$ cat config.mk
export PLATFORM = sky130hd
export DESIGN_NAME = reg_scoreboard
export DESIGN_NICKNAME = d
export VERILOG_FILES = /design/src/rtl/reg_scoreboard_pkg.sv /design/src/rtl/reg_scoreboard_sb_counter_bank.sv /design/src/rtl/reg_scoreboard.sv
export SDC_FILE = /design/constraint.sdc
export NUM_CORES = 1
export LEC_CHECK = 0
export ABC_CLOCK_PERIOD_IN_PS = 8750
export CAP_MARGIN = 25
export CORE_MARGIN = 8
export CORE_UTILIZATION = 39
export DETAILED_ROUTE_END_ITERATION = 8
export DONT_BUFFER_PORTS = 1
export PLACE_DENSITY = 0.6
export SYNTH_ARGS = -nofsm -noshare
export SYNTH_HDL_FRONTEND = slang
export SYNTH_SLANG_ARGS = --single-unit
$ cat constraint.sdc
create_clock -name I_CLOCK -period 8.75 [get_ports I_CLOCK]
set_input_delay 0.4375 -clock I_CLOCK [delete_from_list [all_inputs] [get_ports I_CLOCK]]
set_output_delay 0.4375 -clock I_CLOCK [all_outputs]
set_load 0.03 [all_outputs]
$ cat src/rtl/reg_scoreboard_pkg.sv
// rtl/reg_scoreboard_pkg.sv - shared widths and helpers for the register scoreboard
package reg_scoreboard_pkg;

    localparam int NUM_RF  = 16;
    localparam int NUM_VRF = 64;
    localparam int RID_W   = 4;
    localparam int VID_W   = 6;
    localparam int CNT_W   = 2;
    localparam int PEND_W  = 8;

    localparam logic [CNT_W-1:0]  CNT_MAX  = '1;
    localparam logic [PEND_W-1:0] PEND_MAX = '1;

    // Total in-flight count moves by up to three each way per cycle and clamps at both ends.
    function automatic logic [PEND_W-1:0] pending_next(
        input logic [PEND_W-1:0] pend,
        input logic [1:0]        ups,
        input logic [1:0]        downs
    );
        int sum;
        sum = int'(pend) + int'(ups) - int'(downs);
        if (sum < 0)
            return '0;
        else if (sum > int'(PEND_MAX))
            return PEND_MAX;
        else
            return PEND_W'(sum);
    endfunction

endpackage

$ cat src/rtl/reg_scoreboard_sb_counter_bank.sv
// rtl/reg_scoreboard_sb_counter_bank.sv - bank of saturating up/down pending-write counters
module sb_counter_bank #(
    parameter int N     = 16,
    parameter int IDX_W = 4,
    parameter int CNT_W = 2
) (
    input  logic             clk,
    input  logic             rst_n,
    input  logic             en,
    input  logic             inc,
    input  logic [IDX_W-1:0] inc_idx,
    input  logic             dec,
    input  logic [IDX_W-1:0] dec_idx,
    input  logic [IDX_W-1:0] rd_a_idx,
    input  logic [IDX_W-1:0] rd_b_idx,
    output logic             nz_a,
    output logic             nz_b,
    output logic             full,
    output logic             underflow
);

    localparam logic [CNT_W-1:0] MAX = '1;

    logic [CNT_W-1:0] cnt [N];

    assign nz_a = (cnt[rd_a_idx] != '0);
    assign nz_b = (cnt[rd_b_idx] != '0);
    assign full = (cnt[inc_idx] == MAX);

    // A retire matched by an issue to the same register in one cycle nets to zero and is not an underflow.
    assign underflow = en & dec & (cnt[dec_idx] == '0) & ~(inc & (inc_idx == dec_idx));

    always_ff @(posedge clk or negedge rst_n) begin
        if (!rst_n) begin
            for (int i = 0; i < N; i++)
                cnt[i] <= '0;
        end else if (en) begin
            for (int i = 0; i < N; i++) begin
                if (inc && (inc_idx == IDX_W'(i)) && !(dec && (dec_idx == IDX_W'(i)))) begin
                    if (cnt[i] != MAX)
                        cnt[i] <= cnt[i] + 1'b1;
                end else if (dec && (dec_idx == IDX_W'(i)) && !(inc && (inc_idx == IDX_W'(i)))) begin
                    if (cnt[i] != '0)
                        cnt[i] <= cnt[i] - 1'b1;
                end
            end
        end
    end

endmodule

$ cat src/rtl/reg_scoreboard.sv
// rtl/reg_scoreboard.sv - decode-stage issue controller tracking in-flight scalar, vector and CC writes
module reg_scoreboard
    import reg_scoreboard_pkg::*;
(
    input  logic             I_CLOCK,
    input  logic             I_RESET_N,
    input  logic             I_LOCK,
    input  logic             I_Issue_Valid,
    input  logic [RID_W-1:0] I_Src1Idx,
    input  logic [RID_W-1:0] I_Src2Idx,
    input  logic             I_Src1Use,
    input  logic             I_Src2Use,
    input  logic [VID_W-1:0] I_VSrc1Idx,
    input  logic [VID_W-1:0] I_VSrc2Idx,
    input  logic             I_VSrc1Use,
    input  logic             I_VSrc2Use,
    input  logic [RID_W-1:0] I_DestIdx,
    input  logic             I_DestWrite,
    input  logic [VID_W-1:0] I_VDestIdx,
    input  logic             I_VDestWrite,
    input  logic             I_CCRead,
    input  logic             I_CCWrite,
    input  logic             I_Flush,
    input  logic             I_WB_RegWEn,
    input  logic [RID_W-1:0] I_WB_RegIdx,
    input  logic             I_WB_VRegWEn,
    input  logic [VID_W-1:0] I_WB_VRegIdx,
    input  logic             I_WB_CCWEn,
    output logic             O_Issue_Ready,
    output logic             O_DepStallSignal,
    output logic [7:0]       O_Pending,
    output logic             O_Underflow
);

    logic             rf_nz_a, rf_nz_b, rf_full, rf_uf;
    logic             vrf_nz_a, vrf_nz_b, vrf_full, vrf_uf;
    logic [CNT_W-1:0] cc_cnt;
    logic             raw, sat, fire;
    logic             cc_up, cc_dn, cc_uf;
    logic [1:0]       ups, downs;

    sb_counter_bank #(.N(NUM_RF), .IDX_W(RID_W), .CNT_W(CNT_W)) u_rf_bank (
        .clk       (I_CLOCK),
        .rst_n     (I_RESET_N),
        .en        (I_LOCK),
        .inc       (fire & I_DestWrite),
        .inc_idx   (I_DestIdx),
        .dec       (I_WB_RegWEn),
        .dec_idx   (I_WB_RegIdx),
        .rd_a_idx  (I_Src1Idx),
        .rd_b_idx  (I_Src2Idx),
        .nz_a      (rf_nz_a),
        .nz_b      (rf_nz_b),
        .full      (rf_full),
        .underflow (rf_uf)
    );

    sb_counter_bank #(.N(NUM_VRF), .IDX_W(VID_W), .CNT_W(CNT_W)) u_vrf_bank (
        .clk       (I_CLOCK),
        .rst_n     (I_RESET_N),
        .en        (I_LOCK),
        .inc       (fire & I_VDestWrite),
        .inc_idx   (I_VDestIdx),
        .dec       (I_WB_VRegWEn),
        .dec_idx   (I_WB_VRegIdx),
        .rd_a_idx  (I_VSrc1Idx),
        .rd_b_idx  (I_VSrc2Idx),
        .nz_a      (vrf_nz_a),
        .nz_b      (vrf_nz_b),
        .full      (vrf_full),
        .underflow (vrf_uf)
    );

    // Hazards look only at registered counts, so a same-cycle writeback never lifts a stall early.
    assign raw = (I_Src1Use & rf_nz_a) | (I_Src2Use & rf_nz_b)
               | (I_VSrc1Use & vrf_nz_a) | (I_VSrc2Use & vrf_nz_b)
               | (I_CCRead & (cc_cnt != '0));
    assign sat = (I_DestWrite & rf_full) | (I_VDestWrite & vrf_full)
               | (I_CCWrite & (cc_cnt == CNT_MAX));

    assign O_Issue_Ready    = I_LOCK & ~raw & ~sat;
    assign fire             = I_Issue_Valid & O_Issue_Ready & ~I_Flush;
    assign O_DepStallSignal = I_Issue_Valid & ~O_Issue_Ready & ~I_Flush;

    assign cc_up = fire & I_CCWrite;
    assign cc_dn = I_LOCK & I_WB_CCWEn;
    assign cc_uf = cc_dn & ~cc_up & (cc_cnt == '0);

    assign ups   = {1'b0, fire & I_DestWrite} + {1'b0, fire & I_VDestWrite} + {1'b0, cc_up};
    assign downs = {1'b0, I_LOCK & I_WB_RegWEn} + {1'b0, I_LOCK & I_WB_VRegWEn} + {1'b0, cc_dn};

    always_ff @(posedge I_CLOCK or negedge I_RESET_N) begin
        if (!I_RESET_N) begin
            cc_cnt      <= '0;
            O_Pending   <= '0;
            O_Underflow <= 1'b0;
        end else if (I_LOCK) begin
            if (cc_up && !cc_dn && cc_cnt != CNT_MAX)
                cc_cnt <= cc_cnt + 1'b1;
            else if (cc_dn && !cc_up && cc_cnt != '0)
                cc_cnt <= cc_cnt - 1'b1;
            O_Pending   <= pending_next(O_Pending, ups, downs);
            O_Underflow <= O_Underflow | rf_uf | vrf_uf | cc_uf;
        end
    end

endmodule

==> flow_summary.json, run 1 <==
{
  "biggest_fanout_along_the_worst_timing_path": 16,
  "synth_enable_flop_cells": 0,
  "grt_pass1_wl_mm": 98.0,
  "grt_setup_unrepaired": "no",
  "yosys-top-cells-count": "277 x nor2_1, 237 x nand2_1, 171 x dfrtp_1",
  "cp-end-kind": "flop",
  "cts-root-to-sink-buffers": 2,
  "utilization_pct": 41.4,
  "clock_slew_at_the_register_clock_pins_of_the_worst_setup_and_hold_paths_ns": 0.07,
  "io_buffers": 0,
  "grt_overflow_total": 0,
  "fin_crit_sh_pct": 85.1,
  "worst-setup-path-type": "flop to flop",
  "vdd_drop_max_uv": 206,
  "finish.cell_count_without_fillers": 2532,
  "globalRouteTotalUtil_pct": 25.3,
  "yosysUniqueCellTypes": 87,
  "final_hold_viol_count": 0,
  "clock_sink_count": 171,
  "design.die.area_um2": 50100,
  "r2r_slack_ns": 1.31,
  "dp.final_hpwl_mm": 45.0,
  "die_width_um": 224,
  "tritoncts": "yes",
  "detail_route.drc_violations": 0,
  "comb_power_share_pct": 23.1,
  "ios": 67,
  "timing.max_cap.violations": 0,
  "post-synth-top-area-cell": "dfrtp_1",
  "cts.repair.resized": 0,
  "clock_skew_ns": 0.0163,
  "fin_setup_tns_ns": 0,
  "syn-mean-instance-area_um2": 8.26,
  "p_int_uw": 1490,
  "preCtsSetupSlack_ns": 1.41,
  "grt_pass1_vias": 15900,
  "clock_tree.htree_level_count": 4,
  "worst_skew_pair.late_latency_ns": 0.47,
  "p_leak_uw": 0.00589,
  "postCtsSetupBuffers": 0,
  "r2r_start": "u_rf_bank.cnt[30]",
  "critical_path_required_ns": 9.13,
  "timing.hold.ws_ns": 0.00471,
  "firstDrtPassIters": 7,
  "postSynthCellCount": 2039,
  "worst_ep_arrival_time_ns": 7.82,
  "post-synth-top-area-fraction_pct": 25.4,
  "worst-slew-pin-transition_ns": 1.09,
  "fp.coreArea_um2": 42900,
  "switching_share_pct": 33.6,
  "antenna_found_initial": 1,
  "flop_and_latch_count_out_of_synthesis": 171,
  "timing.slew.headroom_pct": 26.5,
  "start_util_pct": 39.3,
  "synth.area.top_cells": "dfrtp_1 25%, mux4_2 9.1%, nor2_1 6.2%, nand2_1 5.3%, mux2i_1 4.2%",
  "pwrdens_nw_per_um2": 127,
  "syn-cell-area_um2": 16800,
  "p_clk_share_pct": 37.3,
  "route.detailed.vias_per_inst": 6.68,
  "dominantRegCellSynth": "dfrtp_1",
  "timing.hold.worst.class": "input pin to async pin",
  "cp-start-kind": "flop",
  "antenna_left": 0,
  "grt_start_max_net_pins": 172,
  "synth_nets": 2110,
  "placed_cells": 2496,
  "drt-wirelength-per-cell_um": 25.6,
  "status": "finished clean",
  "drive_above_1_share_pct": 10.9,
  "seq_area_frac_synth_pct": 25.4,
  "die_height_um": 224,
  "report.final.setup_viol": 0,
  "fmaxAchievable_mhz": 134,
  "synth_async_sr_flop_share_pct": 100,
  "power.sequential.fraction_pct": 39.6,
  "finalCriticalPeriod_ns": 7.44,
  "clock_tree.root_cell": "clkbuf_16",
  "dr.first_iter.drc_count": 2056,
  "timing_max_transition_violations_final": 0,
  "num-nets-final": 2005,
  "total_routed_length_mm": 64.9,
  "power.switching_uw": 756,
  "rows": 76,
  "yosysWarnings": 0,
  "vias": 16900,
  "layout-area-overhead-vs-synth_pct": 5.34,
  "antenna_cells": 0,
  "final_gp_congestion": 1.07,
  "setup.worst_path.start": "u_rf_bank.cnt[30]",
  "number_of_clock_buffers_inserted_by_tritoncts": 17,
  "fin_ws_ns": 1.31,
  "post-synth-top-count-cell": "nor2_1"
}
routing by layer:
layer  GRT usage (%)  wire (um)  vias up
met5               0         10        -
met4            11.4       3090        2
met3            7.04       6810      187
met2            39.7      29200     1034
met1            32.1      25800     8305
li1                -          -     7386
kinds of logic after synthesis:
| family | count (synthesis) | share of synthesized area [%] |
|---|---|---|
| AO/OA/AOI/OAI | 483 | 21.6 |
| XOR/XNOR | 53 | 2.76 |
| adder cells (fa/ha/maj) | 15 | 1.29 |
| buffers and inverters | 242 | 6.01 |
| flip-flops | 171 | 25.4 |
| multiplexers | 162 | 14.8 |
| AND/OR/NAND/NOR | 913 | 28.1 |
critical path: stages, from the launching register on:
cell and delay (ns):
dfrtp_1 0.43, or2_0 0.30, mux4_2 0.47, a2111oi_0 0.46
a311oi_1 0.23, a211oi_2 0.32, and4_1 0.70, nand2b_1 0.45
inv_1 0.41, nand3_1 0.19, fa_1 0.56, inv_1 0.05
fa_1 0.44, ha_1 0.23, inv_1 0.07, fa_1 0.20
nor2b_1 0.05, o21ai_0 0.21, a21boi_0 0.16, o21a_1 0.19
o21ai_0 0.20, a21oi_1 0.12, nor3_1 0.65, a211oi_1 0.13
o22ai_1 0.14
path summary, 6_finish.rpt:
kind                                  endpoint  cells after the start
setup / recovery                  O_Pending[6]                     24
hold / removal             u_vrf_bank.cnt[110]                      1
setup reg to reg                  O_Pending[6]                     24
hold reg to reg                    O_Underflow                      1
max in group asynchronous   u_vrf_bank.cnt[89]                      1
min in group I_CLOCK              O_Pending[1]                      1
cells in the final DEF, fill, tap and decap left out, types with 32 or more instances in the layout:
| cell | instances |
|---|---|
| a21oi_1 | 73 |
| a221o_1 | 40 |
| dfrtp_1 | 171 |
| inv_1 | 97 |
| mux2i_1 | 71 |
| mux4_2 | 68 |
| nand2_1 | 237 |
| nand3_1 | 50 |
| nor2_1 | 276 |
| nor2b_1 | 54 |
| nor3_1 | 78 |
| o211ai_1 | 32 |
| o21ai_0 | 51 |
| o31ai_1 | 34 |
| xnor2_1 | 46 |
power groups by stage:
stage          clock network, uW  registers [uW]  logic [uW]
2_1_floorplan                  0             890         434
3_3_place_gp                   0             908         486
3_5_place_dp                   0             908         492
4_1_cts                      851             893         512
5_1_grt                      876             895         576
6_report                     839             890         518
flip-flops by register name, summed over array words and instances, names as in the netlist:
signal	count
O_Pending	8
O_Underflow	1
cc_cnt	2
u_rf_bank.cnt	32
u_vrf_bank.cnt	128
metrics by stage:
step | cell area [um^2] | power (uW)
floorplan | 16800 | 1320
global placement | 17100 | 1390
detailed placement | 17100 | 1400
CTS | 17700 | 2260
global route | 17700 | 2350
finish | 17700 | 2250
final cells by class:
cell class | count | area, um^2
tap | 585 | 732
clock inverter | 10 | 140
multi-input combinational | 1626 | 11600
timing repair buffer | 18 | 166
sequential | 171 | 4280
inverter | 100 | 378
fill | 4251 | 25100
clock buffer | 22 | 474
timing repair:
item | 4_1_cts | 5_1_grt
endpoints found under the setup margin | 0 | 0
hold endpoints to repair | 171 | 0
hold buffers | 1 | 0
(Power assumes the default switching activity.)
==> run 2, diff against run 1 <==
- SYNTH_HIERARCHICAL: unset -> 1
==> run 2 against run 1 <==
- the run now ends with hold timing left
- clock-buffer cell count fell by 4
- clock skew rose by 0.0024 ns
- global-route usage fell by 3.8 points
- fmax rose by 22%
- first-iteration DRC count fell by 34%
- critical endpoint is now O_Pending[5]
- cell count fell by 10%
- die area fell by 9.1%
- wire length fell by 25%
- hold slack got worse by 0.044 ns
- synthesized cell count fell by 12%
- critical path type unchanged
- sequential share of layout area rose by 2.4 points
==> flow_summary.json, run 2 <==
{
  "die_height_um": 213,
  "grt_setup_unrepaired": "no",
  "seq_area_frac_synth_pct": 28.2,
  "cts.repair.resized": 0,
  "report.final.setup_viol": 0,
  "vias": 13900,
  "dp.final_hpwl_mm": 35.3,
  "post_synth_xor_area_fraction_pct": 1.03,
  "clock_skew_ns": 0.0187,
  "largestRegisters": "u_vrf_bank/cnt: 128 flops, u_rf_bank/cnt: 32 flops, O_Pending: 8 flops",
  "antenna_left": 0,
  "post_cts_hold_buffer_count": 1,
  "postCtsSetupBuffers": 0,
  "total_routed_length_mm": 49.0,
  "globalRouteTotalUtil_pct": 21.5,
  "flip_flop_and_latch_area_um2": 4280,
  "p_clk_share_pct": 33.7,
  "num-nets-final": 1895,
  "switching_share_pct": 33.5,
  "critical_path_required_ns": 9.06,
  "die_width_um": 213,
  "timing.hold.worst.class": "input pin to async pin",
  "syn-mean-instance-area_um2": 8.46,
  "fmaxAchievable_mhz": 164,
  "multi_input_comb_area_um2": 10100,
  "biggest_fanout_along_the_worst_timing_path": 8,
  "io_buffers": 0,
  "synth_adder_area_share_pct": 8.08,
  "dr.first_iter.drc_count": 1350,
  "timing.slew.headroom_pct": 28.7,
  "number_of_clock_buffers_inserted_by_tritoncts": 17,
  "synth-simple-area-share_pct": 20.0,
  "power.switching_uw": 789,
  "finalCriticalPeriod_ns": 6.10,
  "grt_overflow_total": 0,
  "status": "finished, violations left",
  "fin_setup_tns_ns": 0,
  "detail_route.drc_violations": 0,
  "route.detailed.vias_per_inst": 6.13,
  "dominantRegCellSynth": "dfrtp_1",
  "synth.area.top_cells": "dfrtp_1 28%, mux4_2 9.3%, o21ai_0 8.1%, ha_1 7.5%, a21oi_1 6.7%",
  "design.die.area_um2": 45500,
  "firstDrtPassIters": 5,
  "failing_checks": "hold timing",
  "synth_compound_gate_area_share_pct": 20.4,
  "drive_above_1_share_pct": 7.63,
  "power.sequential.fraction_pct": 41.7,
  "dominant_combinational_cell_family_by_area_after_synthesis": "compound AO/OA/AOI/OAI gates",
  "post-synth-top-area-cell": "dfrtp_1",
  "r2r_slack_ns": 2.65,
  "layout-area-overhead-vs-synth_pct": 6.18,
  "timing.hold.ws_ns": -0.0394,
  "clock_tree.htree_level_count": 4,
  "largest_register_ff_count": 128,
  "start_util_pct": 39.4,
  "muxShareOfSynthArea_pct": 17.0,
  "fp.coreArea_um2": 38600,
  "final_hold_viol_count": 7,
  "p_int_uw": 1570,
  "clock_slew_at_the_register_clock_pins_of_the_worst_setup_and_hold_paths_ns": 0.07,
  "rows": 72,
  "timing.max_cap.violations": 0,
  "cp-end-kind": "flop",
  "worst-setup-path-type": "flop to flop",
  "setup.worst_path.start": "u_vrf_bank/cnt[75]",
  "grt_pass1_wl_mm": 75.6,
  "worst-slew-pin-transition_ns": 1.06,
  "synth_async_sr_flop_share_pct": 100,
  "max_flop_register": "u_vrf_bank/cnt",
  "flop_and_latch_count_out_of_synthesis": 171,
  "worst_skew_pair.late_latency_ns": 0.46,
  "drt-wirelength-per-cell_um": 21.5,
  "utilization_pct": 41.9,
  "yosysWarnings": 6,
  "crit_end": "O_Pending[5]",
  "final_common_cell": "o21ai_0",
  "syn-cell-area_um2": 15200,
  "r2r_start": "u_vrf_bank/cnt[75]",
  "yosys-top-cells-count": "246 x o21ai_0, 203 x a21oi_1, 183 x nor2_1",
  "synth_nets": 1948,
  "yosysUniqueCellTypes": 67,
  "timing_max_transition_violations_final": 0,
  "antenna_found_initial": 1,
  "worst_ep_arrival_time_ns": 6.42,
  "top_library_cells_by_usage_in_the_layout_fill_and_taps_aside": "246 x o21ai_0, 203 x a21oi_1, 183 x nor2_1, 171 x dfrtp_1, 119 x nand2_1",
  "clock_tree.root_cell": "clkbuf_16",
  "r2r_end": "O_Pending[5]",
  "clock_sink_count": 171,
  "grt_pass1_vias": 13700,
  "worst-r2r-cell-count": 20,
  "ios": 67,
  "p_leak_uw": 0.00584,
  "postSynthCellCount": 1797,
  "final_gp_congestion": 0.971,
  "comb_power_share_pct": 24.6,
  "tritoncts": "yes",
  "cp-start-kind": "flop",
  "pwrdens_nw_per_um2": 146,
  "synth_enable_flop_cells": 0,
  "vdd_drop_max_uv": 102,
  "num-fill-cells": 3885,
  "cts-root-to-sink-buffers": 2,
  "post-synth-top-area-fraction_pct": 28.2,
  "grt_start_max_net_pins": 179,
  "post-synth-top-count-cell": "o21ai_0",
  "antenna_cells": 0,
  "fin_crit_sh_pct": 69.7
}
## run 2: cell count changes after synthesis, moves of 62 or more
cell | before | now
o21ai_0 | 51 | 246
nand2b_1 | 26 | 88
ha_1 | 11 | 91
a21oi_1 | 73 | 203
nor2_1 | 277 | 183
nand2_1 | 237 | 119
## run 2: through the flow
| stage | setup WS (ns) | hold WS, ns | cell area [um^2] | total power (uW) | cells |
|---|---|---|---|---|---|
| 2_1_floorplan | 3.18 | 0.142 | 15200 | 1460 | 1797 |
| 3_3_place_gp | 2.76 | 0.154 | 15500 | 1550 | 2239 |
| 3_5_place_dp | 2.67 | 0.154 | 15500 | 1560 | 2242 |
| 4_1_cts | 2.69 | 0.0658 | 16100 | 2370 | 2275 |
| 5_1_grt | 2.34 | 0.0574 | 16100 | 2480 | 2275 |
| 6_report | 2.65 | -0.0394 | 16100 | 2360 | 2275 |
## run 2: kinds of logic (layout without fill, tap and decap cells)
logic type / after synthesis / after routing
AOI/OAI and AO/OA: 555 / 555
xor gates and xnor gates: 17 / 17
adders and majority gates: 96 / 96
buffers and inverters: 189 / 149
DFF: 171 / 171
muxes: 155 / 155
and+or+nand+nor: 614 / 614
## run 2: how the worst min path moves through the flow
stage | to | cells past startpoint
2_1_floorplan | O_Pending[0] | 0
3_3_place_gp | u_vrf_bank/cnt[95] | 0
3_5_place_dp | u_vrf_bank/cnt[95] | 0
4_1_cts | u_vrf_bank/cnt[95] | 1
5_1_grt | u_vrf_bank/cnt[95] | 1
6_report | u_vrf_bank/cnt[95] | 1
## run 2: worst max-delay path: stages (launching register included)
cell	delay, ns
dfrtp_1	0.46
mux4_1	0.54
a22oi_1	0.30
a21oi_1	0.18
a21oi_1	0.15
a21oi_1	0.08
and2_1	0.22
a22oi_1	0.17
o211ai_1	0.16
nor2_1	0.61
nand3_1	0.24
fa_1	0.50
fa_1	0.51
inv_1	0.04
ha_1	0.19
fa_1	0.43
a211oi_1	0.26
o21ai_1	0.11
o31a_2	0.31
xnor2_2	0.33
a311oi_1	0.16
## run 2: routing by layer
layer	vias to the layer above	share of wire, %	global-route usage, %
li1	6412	-	-
met1	6836	40	26.4
met2	558	46	34.3
met3	129	9.0	6.14
met4	2	4.5	10.8
met5	-	0.018	0
## run 2: power groups by stage
stage	Sequential, uW	Clock [uW]	Combinational, uW
CTS	984	813	578
global placement	997	0	551
detailed placement	998	0	558
floorplan	966	0	498
finish	983	795	579
global route	995	846	639
## run 2: cell type report
cell class	count	area share (%)
tap	518	4.02
sequential	171	26.5
timing repair buffer	11	0.636
clock inverter	14	0.985
multi-input combinational	1437	62.7
inverter	106	2.47
clock buffer	18	2.72
